## src/rtl/tarot_msg_sender.sv

```systemverilog
// tarot_msg_sender: formats a card index as two ASCII digits (+ optional CR LF)
// and feeds the bytes to a UART transmitter over a start/done handshake.
//
// Ports:
//   clk, rst_n   clock, async active-low reset
//   card_valid   card_idx valid this cycle
//   card_idx     7-bit card index
//   card_ready   high only in IDLE (combinational)
//   tx_start     one-cycle pulse, UART loads tx_byte
//   tx_byte      byte to send, held until tx_done
//   tx_done      one-cycle pulse from UART, byte sent
//   msg_done     one-cycle pulse after the final tx_done
module tarot_msg_sender #(
  parameter int NUM_CARDS = 78,
  parameter bit SEND_CRLF = 1'b1
) (
  input  logic       clk,
  input  logic       rst_n,
  input  logic       card_valid,
  input  logic [6:0] card_idx,
  output logic       card_ready,
  output logic       tx_start,
  output logic [7:0] tx_byte,
  input  logic       tx_done,
  output logic       msg_done
);

  typedef enum logic [1:0] {
    IDLE, CONV, START, WAIT
  } state_t;

  localparam logic [6:0] LIMIT = 7'(NUM_CARDS);
  localparam logic [1:0] LAST  = SEND_CRLF ? 2'd3 : 2'd1;

  state_t     state;
  logic [6:0] idx_q;
  logic [7:0] d1_q;
  logic [7:0] d0_q;
  logic [1:0] cnt;

  logic [6:0] rem;
  logic [3:0] tens;
  logic [7:0] d1_c;
  logic [7:0] d0_c;
  logic [1:0] cnt_nx;
  logic [7:0] byte_nx;

  // Repeated subtract-by-ten; nine steps cover 0..99.
  always_comb begin
    rem  = idx_q;
    tens = 4'd0;
    for (int i = 0; i < 9; i++) begin
      if (rem >= 7'd10) begin
        rem  = rem - 7'd10;
        tens = tens + 4'd1;
      end
    end
    if (idx_q >= LIMIT) begin
      d1_c = 8'h45;
      d0_c = 8'h52;
    end else begin
      d1_c = 8'h30 + {4'h0, tens};
      d0_c = 8'h30 + {1'b0, rem};
    end
  end

  always_comb begin
    cnt_nx = cnt + 2'd1;
    unique case (cnt_nx)
      2'd0:    byte_nx = d1_q;
      2'd1:    byte_nx = d0_q;
      2'd2:    byte_nx = 8'h0D;
      default: byte_nx = 8'h0A;
    endcase
  end

  assign card_ready = (state == IDLE);

  always_ff @(posedge clk or negedge rst_n) begin
    if (!rst_n) begin
      state    <= IDLE;
      idx_q    <= 7'd0;
      d1_q     <= 8'h00;
      d0_q     <= 8'h00;
      cnt      <= 2'd0;
      tx_start <= 1'b0;
      tx_byte  <= 8'h00;
      msg_done <= 1'b0;
    end else begin
      tx_start <= 1'b0;
      msg_done <= 1'b0;
      unique case (state)
        IDLE: begin
          if (card_valid) begin
            idx_q <= card_idx;
            state <= CONV;
          end
        end
        CONV: begin
          d1_q     <= d1_c;
          d0_q     <= d0_c;
          cnt      <= 2'd0;
          tx_byte  <= d1_c;
          tx_start <= 1'b1;
          state    <= START;
        end
        START: begin
          state <= WAIT;
        end
        WAIT: begin
          if (tx_done) begin
            if (cnt == LAST) begin
              msg_done <= 1'b1;
              state    <= IDLE;
            end else begin
              cnt      <= cnt_nx;
              tx_byte  <= byte_nx;
              tx_start <= 1'b1;
              state    <= START;
            end
          end
        end
        default: state <= IDLE;
      endcase
    end
  end

endmodule

```

## config.mk

```make
export PLATFORM = sky130hd
export DESIGN_NAME = tarot_msg_sender
export DESIGN_NICKNAME = d
export VERILOG_FILES = /design/src/rtl/tarot_msg_sender.sv
export SDC_FILE = /design/constraint.sdc
export NUM_CORES = 1
export LEC_CHECK = 0
export BUFFER_PORTS_ARGS = -buffer_cell sky130_fd_sc_hd__buf_2
export CAP_MARGIN = 0
export CORE_MARGIN = 3
export CORE_UTILIZATION = 56
export CTS_CLUSTER_SIZE = 25
export DETAILED_ROUTE_END_ITERATION = 8
export PLACE_DENSITY = 0.74
export SYNTH_ARGS = -nofsm -noshare
export SYNTH_HDL_FRONTEND = slang
export SYNTH_SLANG_ARGS = --single-unit
```

## constraint.sdc

```tcl
create_clock -name clk -period 16.2 [get_ports clk]
set_input_delay 1.62 -clock clk [delete_from_list [all_inputs] [get_ports clk]]
set_output_delay 1.62 -clock clk [all_outputs]
set_load 0.01 [all_outputs]
```

==> run metrics <==
CTS tree=yes; clock transition at the registers of the reported paths=70 ps; Worst Skew=7.15 ps; fin crit period=13900 ps; type of the most critical hold path=reg2reg; CTS H-Tree Depth=2; Worst Path Max Fanout=15; Die Area=9620 um2; Worst path depth=61; ANT nets after route=0; 1st-iter DRT viols=459; initial antenna violation count=0; setup repair bufs after CTS=0; Pre-Repair DR Iteration Count=5; CTS resizes=0; Unique masters post-synth=92; Post-synth ARST share=100%; CP arrival=14090 ps; worst skew pair latency=290 ps; M2 GR Usage=41.3%; routing usage on met1=36.0%; core area=7970 um2; worst reg2reg path startpoint=idx_q[1]; WHS=476 ps; Syn Inst Count=620; Rows=32; gr busiest metal=met2; # IOs=22; HPWL after DPL=9910 um; Inserted Clock Buffers=5; via count=4956; Nets=664; drt drc=0; die width=98.1 um; status=finished, final reports clean; Final Hold Fails=0; CP Capture Point=d0_q[5]; Critical R2R Capture=d0_q[5]; max_cap viols=0; syn avg cell area=7.66 um2; Slowest cell on crit path=nor4_4; post-synthesis sequential area ratio=18.4%; Area Overhead vs Synth=5.21%; layout cells sized above 1=12.9%; period utilization=85.8%; CP Launch Type=flop; CP Capture Type=flop; Worst R2R Setup Slack=2300 ps; GRT Total Usage=25.8%; CP most frequent cell=ha_1; global-route wire length before repair=21400 um; post-cts hold buffer count=0; WL final=12800 um; CTS Buffer Depth=2; Die Y=98.1 um; Post-synth top cells=nand2_1, nor2_1, o21ai_0, a21oi_1, dfrtp_1; Post-synth EDFFs=0; cell area after synthesis=4750 um2; final setup fails=0; top post-synthesis cells by area=dfrtp_1, ha_1, nand2_1; kind of critical path=reg2reg; largest net degree at the start of global routing=36; Seq cells post-synth=35; clock tree sinks=35; top_reg_cell synth=dfrtp_1; vias per std cell=6.77; yosys warns=0; total gr overflow=0; cell taking the most area after synthesis=dfrtp_1; Initial Util=59.6%; n_diodes=0; crit-path max cell delay=550 ps; Clock Root Buffer=clkbuf_8; Reg2Reg Depth=61; Worst Setup SP=idx_q[1]; Crit path max-delay family=compound AO/OA/AOI/OAI gates; wire per inst=17.4 um; relative slew slack=20.2%; worst path bufs/invs=7; syn_nets=655; met3 usage=3.79%; top-count cell post-synth=nand2_1; Worst Tran Pin Value=1190 ps; top-area cell type share of the netlist area=18.4%; vias in the first global route=4607; Critical Path RT=16390 ps; RSZ-0062 raised after global routing=false; gpl congestion=0.960; Max Clock Freq=72.0 MHz; setup_tns=0 ps; Pins Over Slew Limit=0; Port Buf Inserts=21
registers in the layout, summed over array words and instances (netlist names):
signal    cells
d0_q          8
state         2
msg_done      1
idx_q         7
tx_byte       8
tx_start      1
d1_q          6
cnt           2
worst min-delay path: cells and delay by family (launching register included):
kind / cells / cell delay (ps)
AO/OA/AOI/OAI: 1 / 60
flip-flops: 1 / 340
AND/OR/NAND/NOR: 1 / 50
cells in the final DEF, fill, tap and decap left out, types with 8 or more instances in the layout:
| cell type | Yosys | final |
|---|---|---|
| nand3_1 | 15 | 15 |
| ha_1 | 24 | 24 |
| o31ai_1 | 10 | 10 |
| o211ai_1 | 10 | 10 |
| o21ai_0 | 50 | 50 |
| inv_1 | 24 | 24 |
| nor3_1 | 25 | 25 |
| and3_1 | 8 | 8 |
| a21oi_1 | 35 | 35 |
| mux2_2 | 12 | 12 |
| nor4_1 | 8 | 8 |
| nor2_1 | 50 | 50 |
| and2_1 | 11 | 11 |
| buf_2 | 10 | 21 |
| nand2b_1 | 8 | 8 |
| nor2b_1 | 10 | 10 |
| o31a_1 | 8 | 8 |
| xnor2_1 | 14 | 14 |
| nand2_1 | 72 | 72 |
| dfrtp_1 | 35 | 35 |
| a211oi_1 | 8 | 8 |
| a221oi_1 | 8 | 8 |
layout make-up:
class / instances / area, um2
multi-input combinational: 541 / 3690
inverter: 24 / 90.1
clock buffer: 8 / 100
timing repair buffer: 22 / 113
sequential: 35 / 876
tap: 102 / 128
fill: 712 / 2970
per-stage QoR:
step	instances	area [um2]	setup WS [ps]	utilization (%)
floorplan	620	4750	4530	-
global placement	724	4900	3030	61.5
global route	732	5000	801	62.7
CTS	732	5000	2510	62.7
detailed placement	724	4900	2580	61.5
finish	732	5000	2300	62.7
worst min path at each step:
| stage | startpoint | to | slack (ps) | cells past startpoint |
|---|---|---|---|---|
| final | tx_byte[6] | tx_byte[6] | 480 | 2 |
| after global routing | tx_byte[7] | tx_byte[7] | 500 | 2 |
| after CTS | d0_q[5] | d0_q[5] | 480 | 2 |
| after detailed placement | d0_q[5] | d0_q[5] | 470 | 2 |
| after global placement | tx_byte[4] | tx_byte[4] | 460 | 2 |
| after floorplan | d0_q[3] | d0_q[3] | 450 | 2 |
per-layer routing:
metal | vias to the layer above | wire [um] | share of wire, %
met5 | - | 0 | 0
met4 | 0 | 251 | 2.0
met3 | 27 | 945 | 7.4
met2 | 210 | 5720 | 45
met1 | 2326 | 5860 | 46
li1 | 2393 | - | -
cells by family (layout without fill, tap and decap cells):
| kind of cell | after synthesis | count (layout) | share of synthesized area, % |
|---|---|---|---|
| simple gates | 251 | 251 | 27.7 |
| compound gates | 229 | 229 | 36.2 |
| buf+inv | 44 | 54 | 3.85 |
| flops | 35 | 35 | 18.4 |
| fa+ha+maj | 24 | 24 | 6.32 |
| xor+xnor | 21 | 21 | 3.87 |
| mux | 16 | 16 | 3.69 |
Power is not shown: default switching activity piles up to over one toggle a cycle in this logic, so the estimate is an artifact.
